$ cat config.mk
export PLATFORM = sky130hd
export DESIGN_NAME = mem_access_unit_flat
export DESIGN_NICKNAME = d
export VERILOG_FILES = /design/src/rtl/mem_access_if.sv /design/src/rtl/mem_access_unit.sv /design/src/flat_wrapper.sv
export SDC_FILE = /design/constraint.sdc
export NUM_CORES = 1
export LEC_CHECK = 0
export ABC_AREA = 0
export BUFFER_PORTS_ARGS = -buffer_cell sky130_fd_sc_hd__buf_2
export CORE_UTILIZATION = 42
export DETAILED_ROUTE_END_ITERATION = 10
export PLACE_DENSITY = 0.64
export SLEW_MARGIN = 15
export SYNTH_ARGS = -nofsm -noshare
export SYNTH_HDL_FRONTEND = slang
export SYNTH_SLANG_ARGS = --single-unit
export TNS_END_PERCENT = 30
$ cat constraint.sdc
create_clock -name clk -period 6.6 [get_ports clk]
set_clock_uncertainty 0.2 [all_clocks]
set_input_delay 0.66 -clock clk [delete_from_list [all_inputs] [get_ports clk]]
set_output_delay 0.66 -clock clk [all_outputs]
set_load 0.01 [all_outputs]
$ cat src/rtl/mem_access_if.sv
// Bundle of request/response and data-memory signals around the MEM-stage
// access unit. The master side is the access unit itself; the slave side is
// the pipeline plus the data memory.
interface mem_access_if #(
    parameter int ADDR_W = 10
) ();
    logic              req_valid;
    logic              req_ready;
    logic [2:0]        req_op;
    logic [ADDR_W-1:0] req_addr;
    logic [15:0]       req_wdata;
    logic [31:0]       req_pc;
    logic              resp_valid;
    logic [31:0]       resp_data;
    logic [ADDR_W-1:0] sp_out;
    logic              stall;
    logic              mem_read_enable;
    logic              mem_write_enable;
    logic [ADDR_W-1:0] mem_read_addr;
    logic [ADDR_W-1:0] mem_write_addr;
    logic [15:0]       mem_write_data;
    logic [15:0]       mem_read_data;

    modport master (
        input  req_valid, req_op, req_addr, req_wdata, req_pc, mem_read_data,
        output req_ready, resp_valid, resp_data, sp_out, stall,
               mem_read_enable, mem_write_enable, mem_read_addr,
               mem_write_addr, mem_write_data
    );

    modport slave (
        output req_valid, req_op, req_addr, req_wdata, req_pc, mem_read_data,
        input  req_ready, resp_valid, resp_data, sp_out, stall,
               mem_read_enable, mem_write_enable, mem_read_addr,
               mem_write_addr, mem_write_data
    );
endinterface

$ cat src/rtl/mem_access_unit.sv
// MEM-stage data-memory initiator: sequences LDD/STD/PUSH/POP and two-word
// CALL/RET accesses onto a 16-bit memory, owns the stack pointer, and stalls
// the pipeline while an access is in flight. All memory-side outputs are
// registered; a read issued in cycle N returns data the cycle after N.
module mem_access_unit #(
    parameter int ADDR_W = 10
) (
    input logic         clk,
    input logic         rst,
    mem_access_if.master bus
);
    localparam logic [2:0] OP_LDD  = 3'd1;
    localparam logic [2:0] OP_STD  = 3'd2;
    localparam logic [2:0] OP_PUSH = 3'd3;
    localparam logic [2:0] OP_POP  = 3'd4;
    localparam logic [2:0] OP_CALL = 3'd5;
    localparam logic [2:0] OP_RET  = 3'd6;

    localparam logic [ADDR_W-1:0] SP_TOP = '1;
    localparam logic [ADDR_W-1:0] ONE    = ADDR_W'(1);
    localparam logic [ADDR_W-1:0] TWO    = ADDR_W'(2);

    typedef enum logic [3:0] {
        IDLE, WR_HI, WR_LO, WR1, RD1, RD_WAIT, RD2, RD_WAIT2, RESP
    } state_t;

    state_t state, state_nxt;

    // Registered outputs and the context latched at acceptance.
    logic              we_q, we_d;
    logic              re_q, re_d;
    logic [ADDR_W-1:0] waddr_q, waddr_d;
    logic [ADDR_W-1:0] raddr_q, raddr_d;
    logic [15:0]       wdata_q, wdata_d;
    logic              resp_valid_q, resp_valid_d;
    logic [31:0]       resp_data_q, resp_data_d;
    logic [ADDR_W-1:0] sp_q, sp_d;
    logic              is_ret_q, is_ret_d;   // distinguishes RET from LDD/POP in RD1
    logic [ADDR_W-1:0] addr2_q, addr2_d;     // address of the second word of CALL/RET
    logic [15:0]       wdata2_q, wdata2_d;   // low half of the CALL return address
    logic [15:0]       lo_q, lo_d;           // low word captured during RET

    logic accept;

    // Only real memory ops (1..6) are accepted, and only from IDLE.
    assign accept = (state == IDLE) && bus.req_valid &&
                    (bus.req_op >= OP_LDD) && (bus.req_op <= OP_RET);

    assign bus.req_ready        = (state == IDLE);
    assign bus.stall            = (state != IDLE);
    assign bus.resp_valid       = resp_valid_q;
    assign bus.resp_data        = resp_data_q;
    assign bus.sp_out           = sp_q;
    assign bus.mem_write_enable = we_q;
    assign bus.mem_read_enable  = re_q;
    assign bus.mem_write_addr   = waddr_q;
    assign bus.mem_read_addr    = raddr_q;
    assign bus.mem_write_data   = wdata_q;

    // State register.
    // NOTE: clocked state uses non-blocking assignments so every flop samples
    // pre-edge values regardless of the order the simulator evaluates blocks.
    always_ff @(posedge clk) begin
        if (rst) state <= IDLE;
        else     state <= state_nxt;
    end

    // Next-state sequencing for each op class.
    always_comb begin
        state_nxt = state;
        unique case (state)
            IDLE: begin
                if (accept) begin
                    case (bus.req_op)
                        OP_STD, OP_PUSH:       state_nxt = WR1;
                        OP_CALL:               state_nxt = WR_HI;
                        OP_LDD, OP_POP, OP_RET: state_nxt = RD1;
                        default:               state_nxt = IDLE;
                    endcase
                end
            end
            WR1:      state_nxt = IDLE;
            WR_HI:    state_nxt = WR_LO;
            WR_LO:    state_nxt = IDLE;
            RD1:      state_nxt = is_ret_q ? RD2 : RD_WAIT;
            RD_WAIT:  state_nxt = RESP;
            RD2:      state_nxt = RD_WAIT2;
            RD_WAIT2: state_nxt = RESP;
            RESP:     state_nxt = IDLE;
            default:  state_nxt = IDLE;
        endcase
    end

    // Next values of the registered memory/response outputs and the stack
    // pointer; addresses are always formed from the pre-update SP.
    always_comb begin
        // NOTE: every signal gets a default here so no path leaves one
        // unassigned, which would otherwise infer a latch.
        we_d         = 1'b0;
        re_d         = 1'b0;
        waddr_d      = '0;
        raddr_d      = '0;
        wdata_d      = '0;
        resp_valid_d = 1'b0;
        resp_data_d  = resp_data_q;
        sp_d         = sp_q;
        is_ret_d     = is_ret_q;
        addr2_d      = addr2_q;
        wdata2_d     = wdata2_q;
        lo_d         = lo_q;
        unique case (state)
            IDLE: begin
                if (accept) begin
                    is_ret_d = (bus.req_op == OP_RET);
                    case (bus.req_op)
                        OP_STD: begin
                            we_d = 1'b1; waddr_d = bus.req_addr;
                            wdata_d = bus.req_wdata; resp_valid_d = 1'b1;
                        end
                        OP_PUSH: begin
                            we_d = 1'b1; waddr_d = sp_q;
                            wdata_d = bus.req_wdata; resp_valid_d = 1'b1;
                            sp_d = sp_q - ONE;
                        end
                        OP_CALL: begin
                            we_d = 1'b1; waddr_d = sp_q;
                            wdata_d = bus.req_pc[31:16];
                            addr2_d = sp_q - ONE; wdata2_d = bus.req_pc[15:0];
                            sp_d = sp_q - TWO;
                        end
                        OP_LDD: begin
                            re_d = 1'b1; raddr_d = bus.req_addr;
                        end
                        OP_POP: begin
                            re_d = 1'b1; raddr_d = sp_q + ONE;
                            sp_d = sp_q + ONE;
                        end
                        OP_RET: begin
                            re_d = 1'b1; raddr_d = sp_q + ONE;
                            addr2_d = sp_q + TWO; sp_d = sp_q + TWO;
                        end
                        default: ;
                    endcase
                end
            end
            WR_HI: begin
                we_d = 1'b1; waddr_d = addr2_q; wdata_d = wdata2_q;
                resp_valid_d = 1'b1;
            end
            RD1: begin
                if (is_ret_q) begin
                    re_d = 1'b1; raddr_d = addr2_q;
                end
            end
            RD_WAIT: begin
                resp_valid_d = 1'b1;
                resp_data_d  = {16'h0000, bus.mem_read_data};
            end
            RD2:      lo_d = bus.mem_read_data;
            RD_WAIT2: begin
                resp_valid_d = 1'b1;
                resp_data_d  = {bus.mem_read_data, lo_q};
            end
            default: ;
        endcase
    end

    // Output, stack-pointer and context registers; reset aborts any access.
    always_ff @(posedge clk) begin
        if (rst) begin
            we_q         <= 1'b0;
            re_q         <= 1'b0;
            waddr_q      <= '0;
            raddr_q      <= '0;
            wdata_q      <= '0;
            resp_valid_q <= 1'b0;
            resp_data_q  <= '0;
            sp_q         <= SP_TOP;
            is_ret_q     <= 1'b0;
            addr2_q      <= '0;
            wdata2_q     <= '0;
            lo_q         <= '0;
        end else begin
            we_q         <= we_d;
            re_q         <= re_d;
            waddr_q      <= waddr_d;
            raddr_q      <= raddr_d;
            wdata_q      <= wdata_d;
            resp_valid_q <= resp_valid_d;
            resp_data_q  <= resp_data_d;
            sp_q         <= sp_d;
            is_ret_q     <= is_ret_d;
            addr2_q      <= addr2_d;
            wdata2_q     <= wdata2_d;
            lo_q         <= lo_d;
        end
    end
endmodule

$ cat src/flat_wrapper.sv
// flat-port wrapper written by rule: the top's interface ports become plain ports
module mem_access_unit_flat 
#(
    parameter int ADDR_W = 10
)
  (clk, rst, bus_req_valid, bus_req_op, bus_req_addr, bus_req_wdata, bus_req_pc, bus_mem_read_data, bus_req_ready, bus_resp_valid, bus_resp_data, bus_sp_out, bus_stall, bus_mem_read_enable, bus_mem_write_enable, bus_mem_read_addr, bus_mem_write_addr, bus_mem_write_data);
  mem_access_if #(.ADDR_W(ADDR_W)) bus_i ();
  input logic clk;
  input logic rst;
  input wire logic [$bits(bus_i.req_valid)-1:0] bus_req_valid;
  input wire logic [$bits(bus_i.req_op)-1:0] bus_req_op;
  input wire logic [$bits(bus_i.req_addr)-1:0] bus_req_addr;
  input wire logic [$bits(bus_i.req_wdata)-1:0] bus_req_wdata;
  input wire logic [$bits(bus_i.req_pc)-1:0] bus_req_pc;
  input wire logic [$bits(bus_i.mem_read_data)-1:0] bus_mem_read_data;
  output wire logic [$bits(bus_i.req_ready)-1:0] bus_req_ready;
  output wire logic [$bits(bus_i.resp_valid)-1:0] bus_resp_valid;
  output wire logic [$bits(bus_i.resp_data)-1:0] bus_resp_data;
  output wire logic [$bits(bus_i.sp_out)-1:0] bus_sp_out;
  output wire logic [$bits(bus_i.stall)-1:0] bus_stall;
  output wire logic [$bits(bus_i.mem_read_enable)-1:0] bus_mem_read_enable;
  output wire logic [$bits(bus_i.mem_write_enable)-1:0] bus_mem_write_enable;
  output wire logic [$bits(bus_i.mem_read_addr)-1:0] bus_mem_read_addr;
  output wire logic [$bits(bus_i.mem_write_addr)-1:0] bus_mem_write_addr;
  output wire logic [$bits(bus_i.mem_write_data)-1:0] bus_mem_write_data;
  assign bus_i.req_valid = bus_req_valid;
  assign bus_i.req_op = bus_req_op;
  assign bus_i.req_addr = bus_req_addr;
  assign bus_i.req_wdata = bus_req_wdata;
  assign bus_i.req_pc = bus_req_pc;
  assign bus_i.mem_read_data = bus_mem_read_data;
  assign bus_req_ready = bus_i.req_ready;
  assign bus_resp_valid = bus_i.resp_valid;
  assign bus_resp_data = bus_i.resp_data;
  assign bus_sp_out = bus_i.sp_out;
  assign bus_stall = bus_i.stall;
  assign bus_mem_read_enable = bus_i.mem_read_enable;
  assign bus_mem_write_enable = bus_i.mem_write_enable;
  assign bus_mem_read_addr = bus_i.mem_read_addr;
  assign bus_mem_write_addr = bus_i.mem_write_addr;
  assign bus_mem_write_data = bus_i.mem_write_data;
  mem_access_unit #(.ADDR_W(ADDR_W)) u_core (.clk(clk), .rst(rst), .bus(bus_i));
endmodule
==> flow_summary_export.csv, run 1 <==
group,metric,value,unit
run_status,status,"complete, no violations",
clocking,ctsLongestPathBuffers,2,
power,total_power,0.00201,W
final_layout,layout.cells.most_common_list,"buf_2, dfxtp_1, nand2_1",
route,firstDrtPassIters,7,
synthesis,ys_ff_latch,128,
global_route,grt.total_usage,0.237,
synthesis,synthFlopType,"dfxtp_1",
sta,worst_slack,3.72,ns
worst_setup_path,ff2ff_setup_slack,3.72,ns
final_layout,multi_input_area,3230,um2
worst_setup_path,r2r-start,"u_core.state[1]",
min_path,hold_path_depth,2,
floorplan,die_h,123,um
power,clock_power_share,0.436,
worst_setup_path,critical_path_class,"flip-flop to flip-flop",
global_route,overflow,0,
synthesis,synth-edff-count,0,
route,drtAntennaViolNets,0,
sta,slew_viol_final,0,
synthesis,synthCells,758,
synthesis,yosysWarningCount,0,
floorplan,design.core.area,14000,um2
floorplan,die_area,15000,um2
clocking,cts.sinks,128,
worst_setup_path,crit_slowest_cell,"dfxtp_2",
clocking,clk_pin_slew_worst_paths,0.06,ns
route,drt_iter0_drc,535,
route,routedWlPerCell,16.3,um
synthesis,synth_async_sr_flop_share,0,
global_route,antenna_found_initial,0,
final_layout,finish.utilization,0.532,
sta,timing.setup.tns,0,ns
worst_setup_path,endpoint,"u_core.bus.mem_write_data[9]",
sta,rsz0062_at_grt,"no",
sta,finalCritPeriodShare,0.436,
route,vias,5968,
clocking,insertion_delay,0.41,ns
worst_setup_path,crit_fanout,41,
clocking,htree_levels,4,
worst_setup_path,cpLargestDelayFamily,"flip-flops",
power,power.density,269,nW/um2
final_layout,area_delta_synth_final,22.4,%
worst_setup_path,path_cells,"nor2_1, nand2_1, inv_2, nand2_2, nor2_2, buf_4, a222oi_1, nor2_1",
global_route,grt_pass1_wl,27.7,mm
final_layout,layout_commonest_cell,"buf_2",
sta,finalSetupViolCount,0,
synthesis,syn_nets,842,
final_layout,diodes,0,
clocking,cts_tree,"built",
final_layout,drive_above_1_share,0.239,
place,gp_congestion,0.857,
worst_setup_path,end_kind,"flip-flop",
flow_run,maxCapViolCount,0,
clocking,cts-resized-gates,0,
global_route,grt_pass1_vias,5349,
power,p_int,0.00144,W
place,post-place-ws,3.76,ns
route,via_per_inst,5.57,
sta,clock.fmax,348,MHz
route,routed_wl,17.4,mm
sta,post-route-min-period,2.88,ns
sta,worstMarginPinSlew,1.14,ns
floorplan,rows,43,
power,cellLeakagePower,3.02,nW
power,netSwitchingFraction,0.284,
power,power_frac_seq,0.419,
worst_setup_path,max_stage_delay,0.93,ns
route,drc,0,
floorplan,io_pins,163,
power,p_switching,0.000571,W
worst_setup_path,cp.required,6.66,ns
clocking,cts_root_buf,"clkbuf_16",
power,ir_drop,0.198,mV
global_route,grt_start_max_net_pins,92,
min_path,hold_path.class,"flip-flop to flip-flop",
worst_setup_path,startpoint_type,"flip-flop",
sta,slew_headroom,0.243,
sta,hold_viol,0,
floorplan,die_width,123,um
clocking,post-cts-setup-buffers,0,
place,port_buffers,162,
final_layout,fill_cells,1371,
worst_setup_path,path_buf_inv,2,
place,dp_hpwl,11.9,mm
clocking,cts_buffers,17,
worst_setup_path,crit_cells,8,
power,pwr-share-comb,0.145,
synthesis,synth_cell_types,65,
final_layout,final_nets,963,
floorplan,initial_core_util,0.435,
synthesis,yosysSeqAreaShare,0.420,
worst_setup_path,rr_endpoint,"u_core.bus.mem_write_data[9]",
worst_setup_path,reg2reg_depth,8,
worst_setup_path,crit_start,"u_core.state[1]",
worst_setup_path,cp_common_cell,"nor2_1",
final_layout,seqCellArea,2560,um2
worst_setup_path,cp.arrival,2.94,ns
synthesis,avgSynthCellArea,8.06,um2
synthesis,syn_area,6110,um2
clocking,hold_buffers,0,
-- metal layers --
layer  wire length, um  GRT usage
met3              1300     0.0637
met5                 0          0
met2              7910      0.358
met4               121     0.0625
met1              8110      0.331
-- worst min path at each step --
| stage | from | to | slack [ns] |
|---|---|---|---|
| after floorplan | u_core.wdata2_q[0] | u_core.wdata2_q[0] | 0.24 |
| after detailed placement | u_core.bus.resp_data[26] | u_core.bus.resp_data[26] | 0.24 |
| after global routing | u_core.lo_q[7] | u_core.lo_q[7] | 0.27 |
| after global placement | u_core.bus.resp_data[21] | u_core.bus.resp_data[21] | 0.24 |
| final | u_core.bus.resp_data[21] | u_core.bus.resp_data[21] | 0.25 |
| after CTS | u_core.bus.resp_data[26] | u_core.bus.resp_data[26] | 0.25 |
-- layout make-up --
class | count | area share
multi-input cells | 554 | 0.433
clock inverters | 13 | 0.0154
well taps | 180 | 0.0301
inverters | 10 | 0.00502
repair buffers | 168 | 0.115
flip-flops and latches | 128 | 0.343
clock buffers | 19 | 0.0592
-- tightest hold or removal path: stages (launching register included) --
cell     delay [ns]
dfxtp_1        0.30
nand2_1        0.05
a21oi_1        0.05
-- flip-flops by register name, summed over array words and instances (netlist names) --
register / cells
u_core.bus.resp_data: 32
u_core.bus.mem_write_data: 16
u_core.lo_q: 16
u_core.wdata2_q: 16
u_core.addr2_q: 10
u_core.bus.mem_read_addr: 10
u_core.bus.mem_write_addr: 10
u_core.bus.sp_out: 10
u_core.state: 4
u_core.bus.mem_read_enable: 1
u_core.bus.mem_write_enable: 1
u_core.bus.resp_valid: 1
u_core.is_ret_q: 1
-- cell usage after synthesis, types with 2 or more instances --
cell type | instances | area, um2
o21ai_1 | 2 | 10.0
buf_2 | 19 | 95.1
a22oi_1 | 23 | 173
a21oi_1 | 74 | 370
o21ai_0 | 27 | 135
o31ai_1 | 7 | 52.6
nand2_1 | 110 | 413
a222oi_1 | 16 | 160
o211ai_1 | 4 | 30.0
buf_1 | 9 | 33.8
a211oi_1 | 22 | 165
dfxtp_1 | 128 | 2560
xnor2_1 | 12 | 105
a31oi_1 | 6 | 37.5
or4_1 | 3 | 22.5
or3b_2 | 4 | 35.0
o311ai_0 | 2 | 17.5
clkbuf_1 | 37 | 139
or3_1 | 2 | 12.5
xor2_1 | 13 | 114
and2_1 | 3 | 18.8
and3_1 | 2 | 12.5
nor4b_1 | 2 | 17.5
ha_1 | 4 | 50.1
and3b_1 | 3 | 26.3
nand4_1 | 6 | 37.5
nand3_1 | 30 | 150
a22o_1 | 11 | 96.3
nand3b_1 | 5 | 37.5
nor2_1 | 87 | 327
nor3_1 | 13 | 65.1
o221ai_1 | 2 | 17.5
nand2b_1 | 5 | 31.3
inv_1 | 9 | 33.8
nor2b_1 | 3 | 18.8
mux2i_1 | 23 | 230
a221oi_1 | 2 | 17.5
-- cells by family after synthesis --
group           count (synthesis)  share of synthesized area
simple gates                  289                      0.215
buf+inv                        76                     0.0512
mux                            23                     0.0377
flops                         128                      0.420
compound gates                213                      0.232
xor+xnor                       25                     0.0359
fa+ha+maj                       4                    0.00820
-- per-stage QoR --
step	std cells	hold WS (ns)	cell area, um2
detailed placement	1040	0.244	6920
global route	1072	0.269	7480
finish	1072	0.249	7480
CTS	1072	0.252	7480
floorplan	758	0.236	6110
global placement	1040	0.240	6920
-- power by group through the flow --
stage	Clock, W	Combinational, W	Sequential (W)
after CTS	0.000894	0.000289	0.000841
after global routing	0.000933	0.000321	0.000846
after detailed placement	0	0.000288	0.000858
after floorplan	0	0.000208	0.000836
final	0.000876	0.000292	0.000843
after global placement	0	0.000288	0.000859
Power figures use the tool's default switching activity.
==> run 2: changes to the inputs <==
PLACE_DENSITY = 0.67   (was 0.64)
clock period = 2.4 ns   (was 6.6 ns; I/O delays follow)
==> flow_summary_export.csv, run 2 (synthesis results as in run 1) <==
group,metric,value,unit
run_status,status,"complete, no violations",
place,port_buffers,162,
sta,slew_headroom,0.369,
sta,timing.setup.tns,0,ns
place,gp_congestion,0.988,
route,drt_iter0_drc,700,
power,power.density,696,nW/um2
final_layout,finish.utilization,0.613,
final_layout,fill_cells,1233,
route,firstDrtPassIters,7,
final_layout,multi_input_area,3230,um2
sta,finalCritPeriodShare,0.935,
worst_setup_path,endpoint,"u_core.lo_q[6]",
worst_setup_path,crit_start,"u_core.state[1]",
worst_setup_path,startpoint_type,"flip-flop",
floorplan,die_width,123,um
final_layout,final_nets,1079,
route,drc,0,
route,vias,6592,
floorplan,die_area,15000,um2
floorplan,rows,43,
worst_setup_path,r2r-start,"u_core.state[1]",
floorplan,design.core.area,14000,um2
worst_setup_path,crit_fanout,40,
global_route,grt_pass1_vias,6009,
route,drtAntennaViolNets,0,
sta,worstMarginPinSlew,0.946,ns
clocking,clk_pin_slew_worst_paths,0.06,ns
flow_run,maxCapViolCount,0,
place,dp_hpwl,13.1,mm
global_route,grt.total_usage,0.267,
worst_setup_path,reg2reg_depth,6,
clocking,insertion_delay,0.42,ns
clocking,htree_levels,4,
clocking,ctsLongestPathBuffers,2,
route,routed_wl,20.0,mm
clocking,cts_root_buf,"clkbuf_16",
global_route,grt_start_max_net_pins,49,
final_layout,layout_commonest_cell,"buf_2",
clocking,cts-resized-gates,0,
sta,hold_viol,0,
floorplan,die_h,123,um
worst_setup_path,cp.arrival,2.41,ns
floorplan,initial_core_util,0.435,
floorplan,io_pins,163,
final_layout,drive_above_1_share,0.254,
clocking,cts_buffers,17,
global_route,antenna_found_initial,0,
power,cellLeakagePower,3.58,nW
power,ir_drop,0.436,mV
min_path,hold_path.class,"primary input to flip-flop",
clocking,cts.sinks,128,
global_route,overflow,0,
sta,clock.fmax,446,MHz
final_layout,area_delta_synth_final,40.9,%
route,via_per_inst,5.55,
global_route,grt_pass1_wl,31.1,mm
sta,rsz0062_at_grt,"no",
worst_setup_path,cp.required,2.56,ns
clocking,cts_tree,"built",
final_layout,layout.cells.most_common_list,"buf_2, dfxtp_1, nand2_1",
sta,slew_viol_final,0,
route,routedWlPerCell,16.8,um
final_layout,seqCellArea,2560,um2
worst_setup_path,critical_path_class,"flip-flop to flip-flop",
worst_setup_path,end_kind,"flip-flop",
final_layout,largest_reg_flops,32,
sta,finalSetupViolCount,0,
worst_setup_path,rr_endpoint,"u_core.lo_q[6]",
final_layout,diodes,0,
sta,post-route-min-period,2.24,ns
worst_setup_path,ff2ff_setup_slack,0.16,ns
[run 2: changes by cell type in the layout (fill, tap and decap cells not counted), moves of 2 or more]
cell           delta
buf_4            +41
bufinv_16         +2
clkinv_2          -2
clkinvlp_4        -2
dlygate4sd3_1    +74
inv_6             +3
[run 2: worst max-delay path, stage by stage, from the launching register on]
cell and delay, ns:
dfxtp_2 0.32, buf_4 0.43, and3_1 0.23, buf_4 0.21
nand2_1 0.08, a21oi_1 0.13, dlygate4sd3_1 0.57
[run 2: per-layer routing]
| metal | wire (um) | up-vias | global-route usage |
|---|---|---|---|
| met1 | 8860 | 3034 | 0.349 |
| met3 | 1400 | 42 | 0.0520 |
| li1 | - | 3197 | - |
| met2 | 9220 | 319 | 0.433 |
| met5 | 0 | - | 0 |
| met4 | 491 | 0 | 0.105 |
[run 2: worst min-delay path by stage]
stage	from	endpoint	slack, ns	cells past startpoint
after floorplan	bus_mem_read_data[0]	u_core.lo_q[0]	0.18	2
after global placement	u_core.bus.resp_data[22]	u_core.bus.resp_data[22]	0.23	2
after detailed placement	u_core.bus.resp_data[17]	u_core.bus.resp_data[17]	0.24	2
after CTS	bus_req_addr[4]	u_core.bus.mem_write_addr[4]	0.007	4
after global routing	bus_req_addr[2]	u_core.bus.mem_read_addr[2]	0.05	5
final	bus_req_addr[4]	u_core.bus.mem_write_addr[4]	0.03	4
[run 2: final cells by class]
class                           count  area share
Multi-Input combinational cell    554       0.376
Sequential cell                   128       0.298
Timing Repair Buffer              284       0.224
Clock buffer                       18      0.0510
Tap cell                          180      0.0262
Clock inverter                     14      0.0208
Inverter                           10     0.00436
[run 2: repair_timing]
action                                  4_1_cts  5_1_grt
hold buffers                                 74        0
endpoints found under the setup margin        0        0
setup buffers                                 0        0
hold endpoints to repair                     87        0
[run 2: report_power, final]
part / switching, W / internal (W) / leakage (nW) / total [W]
combinational: 0.000593 / 0.000450 / 2.24 / 0.00104
clock: 0.00101 / 0.00168 / 0.300 / 0.00269
sequential: 0.0000618 / 0.00220 / 1.04 / 0.00226
total: 0.00167 / 0.00432 / 3.58 / 0.00599
[run 2: stage by stage]
stage / cell area [um2] / hold slack [ns] / total power, W / setup WS, ns / cells
after global placement: 7250 / 0.235 / 0.00323 / 0.233 / 1082
after global routing: 8610 / 0.0545 / 0.00621 / 0.00535 / 1188
after floorplan: 6110 / 0.176 / 0.00287 / 0.00251 / 758
final: 8610 / 0.0315 / 0.00599 / 0.156 / 1188
after detailed placement: 7250 / 0.240 / 0.00323 / 0.179 / 1082
after CTS: 8610 / 0.00713 / 0.00601 / 0.177 / 1188
==> run 3: changes to the inputs <==
CORE_UTILIZATION = 31   (was 42)
PLACE_DENSITY = 0.5   (was 0.67)
clock period = 2.58 ns   (was 2.4 ns; I/O delays follow)
==> flow_summary_export.csv, run 3 (synthesis results as in run 1) <==
group,metric,value,unit
worst_setup_path,crit_slowest_cell,"or3b_1",
floorplan,die_width,142,um
run_status,status,"complete, no violations",
final_layout,layout_commonest_cell,"buf_2",
worst_setup_path,cp.arrival,2.41,ns
place,dp_cells,1156,
clocking,ctsLongestPathBuffers,2,
worst_setup_path,end_kind,"flip-flop",
clocking,cts_buffers,17,
route,drtAntennaViolNets,0,
sta,finalSetupViolCount,0,
worst_setup_path,path_buf_inv,1,
global_route,grt_pass1_vias,5959,
route,firstDrtPassIters,6,
global_route,antenna_found_initial,0,
final_layout,layout.cells.most_common_list,"buf_2, dfxtp_1, nand2_1",
final_layout,diodes,0,
min_path,hold_path.class,"primary input to flip-flop",
worst_setup_path,crit_start,"u_core.bus.sp_out[1]",
clocking,cts_tree,"built",
sta,hold_viol,0,
global_route,grt.total_usage,0.209,
route,drc,0,
route,routedWlPerCell,16.7,um
worst_setup_path,reg2reg_depth,7,
floorplan,die_area,20300,um2
sta,timing.setup.tns,0,ns
worst_setup_path,startpoint_type,"flip-flop",
sta,rsz0062_at_grt,"no",
floorplan,io_pins,163,
place,dp_hpwl,14.0,mm
clocking,insertion_delay,0.42,ns
place,port_buffers,162,
route,drt_iter0_drc,504,
sta,slew_headroom,0.369,
route,routed_wl,20.9,mm
final_layout,largest_reg_flops,32,
worst_setup_path,crit_fanout,5,
sta,slew_viol_final,0,
final_layout,finish.utilization,0.450,
floorplan,die_h,142,um
worst_setup_path,max_stage_delay,0.48,ns
clocking,clk_pin_slew_worst_paths,0.06,ns
power,power.density,649,nW/um2
worst_setup_path,endpoint,"u_core.bus.sp_out[6]",
power,cellLeakagePower,3.50,nW
sta,worstMarginPinSlew,0.947,ns
clocking,post-cts-setup-buffers,0,
clocking,cts_root_buf,"clkbuf_16",
final_layout,stdcell_count,1255,
place,gp_congestion,0.855,
route,vias,6415,
worst_setup_path,ff2ff_setup_slack,0.30,ns
worst_setup_path,crit_cells,7,
global_route,grt_start_max_net_pins,63,
worst_setup_path,cpLargestDelayFamily,"simple AND/OR/NAND/NOR gates",
sta,post-route-min-period,2.28,ns
floorplan,rows,50,
floorplan,design.core.area,19000,um2
worst_setup_path,rr_endpoint,"u_core.bus.sp_out[6]",
global_route,grt_pass1_wl,32.7,mm
route,via_per_inst,5.11,
final_layout,area_delta_synth_final,40.3,%
clocking,htree_levels,4,
worst_setup_path,path_cells,"inv_1, ha_1, or3b_1, or4_1, o31ai_1, a221oi_1, o31ai_1",
worst_setup_path,critical_path_class,"flip-flop to flip-flop",
final_layout,drive_above_1_share,0.250,
flow_run,maxCapViolCount,0,
clocking,cts.sinks,128,
sta,clock.fmax,440,MHz
global_route,overflow,0,
worst_setup_path,cp.required,2.72,ns
worst_setup_path,r2r-start,"u_core.bus.sp_out[1]",
power,ir_drop,0.433,mV
floorplan,initial_core_util,0.321,
sta,finalCritPeriodShare,0.882,
final_layout,final_nets,1066,
worst_setup_path,cp_common_cell,"o31ai_1",
[run 3: area by class of cell]
cell class	count	area (um2)
Clock buffer	18	429
Multi-Input combinational cell	554	3230
Sequential cell	128	2560
Fill cell	1943	10500
Timing Repair Buffer	271	1800
Inverter	10	37.5
Tap cell	260	325
Clock inverter	14	178
[run 3: worst reg2reg max path, delay by kind of cell (launching register included)]
family                     cells  cell delay (ns)
and+or+nand+nor                2             0.92
AOI/OAI and AO/OA              3             0.39
DFF                            1             0.32
adders and majority gates      1             0.26
buffers and inverters          1             0.12
[run 3: what timing repair did]
action / CTS / global route
endpoints found under the hold margin: 78 / 0
hold buffers: 67 / 0
resized for setup: 0 / 0
[run 3: worst min-delay path by stage]
stage               depth (start not counted)                            to                      from
finish                                      4  u_core.bus.mem_write_addr[3]           bus_req_addr[3]
floorplan                                   2                u_core.lo_q[0]      bus_mem_read_data[0]
detailed placement                          2      u_core.bus.resp_data[21]  u_core.bus.resp_data[21]
CTS                                         4  u_core.bus.mem_write_addr[0]           bus_req_addr[0]
global route                                4  u_core.bus.mem_write_addr[3]           bus_req_addr[3]
global placement                            2      u_core.bus.resp_data[16]  u_core.bus.resp_data[16]
[run 3: routing by layer]
layer  share of wire  global-route usage  wire (um)  up-vias
met5               0                   0          0        -
met2            0.45               0.325       9480      209
li1                -                   -          -     3178
met1            0.47               0.288       9920     3008
met4           0.015              0.0707        304        0
met3           0.057              0.0417       1200       20
[run 3: metrics by stage]
step / instance area [um2] / total power (W) / setup WS (ns) / hold WS [ns]
after floorplan: 6110 / 0.00267 / 0.180 / 0.194
after global placement: 7290 / 0.00301 / 0.356 / 0.236
after detailed placement: 7290 / 0.00300 / 0.312 / 0.241
after CTS: 8570 / 0.00561 / 0.306 / 0.0207
after global routing: 8570 / 0.00580 / 0.136 / 0.0443
final: 8570 / 0.00556 / 0.305 / 0.0365
[run 3: where the power goes]
| part | leakage, nW | internal (W) | switching, W |
|---|---|---|---|
| logic | 2.17 | 0.000400 | 0.000556 |
| registers | 1.04 | 0.00204 | 0.0000604 |
| clock network | 0.302 | 0.00154 | 0.000966 |
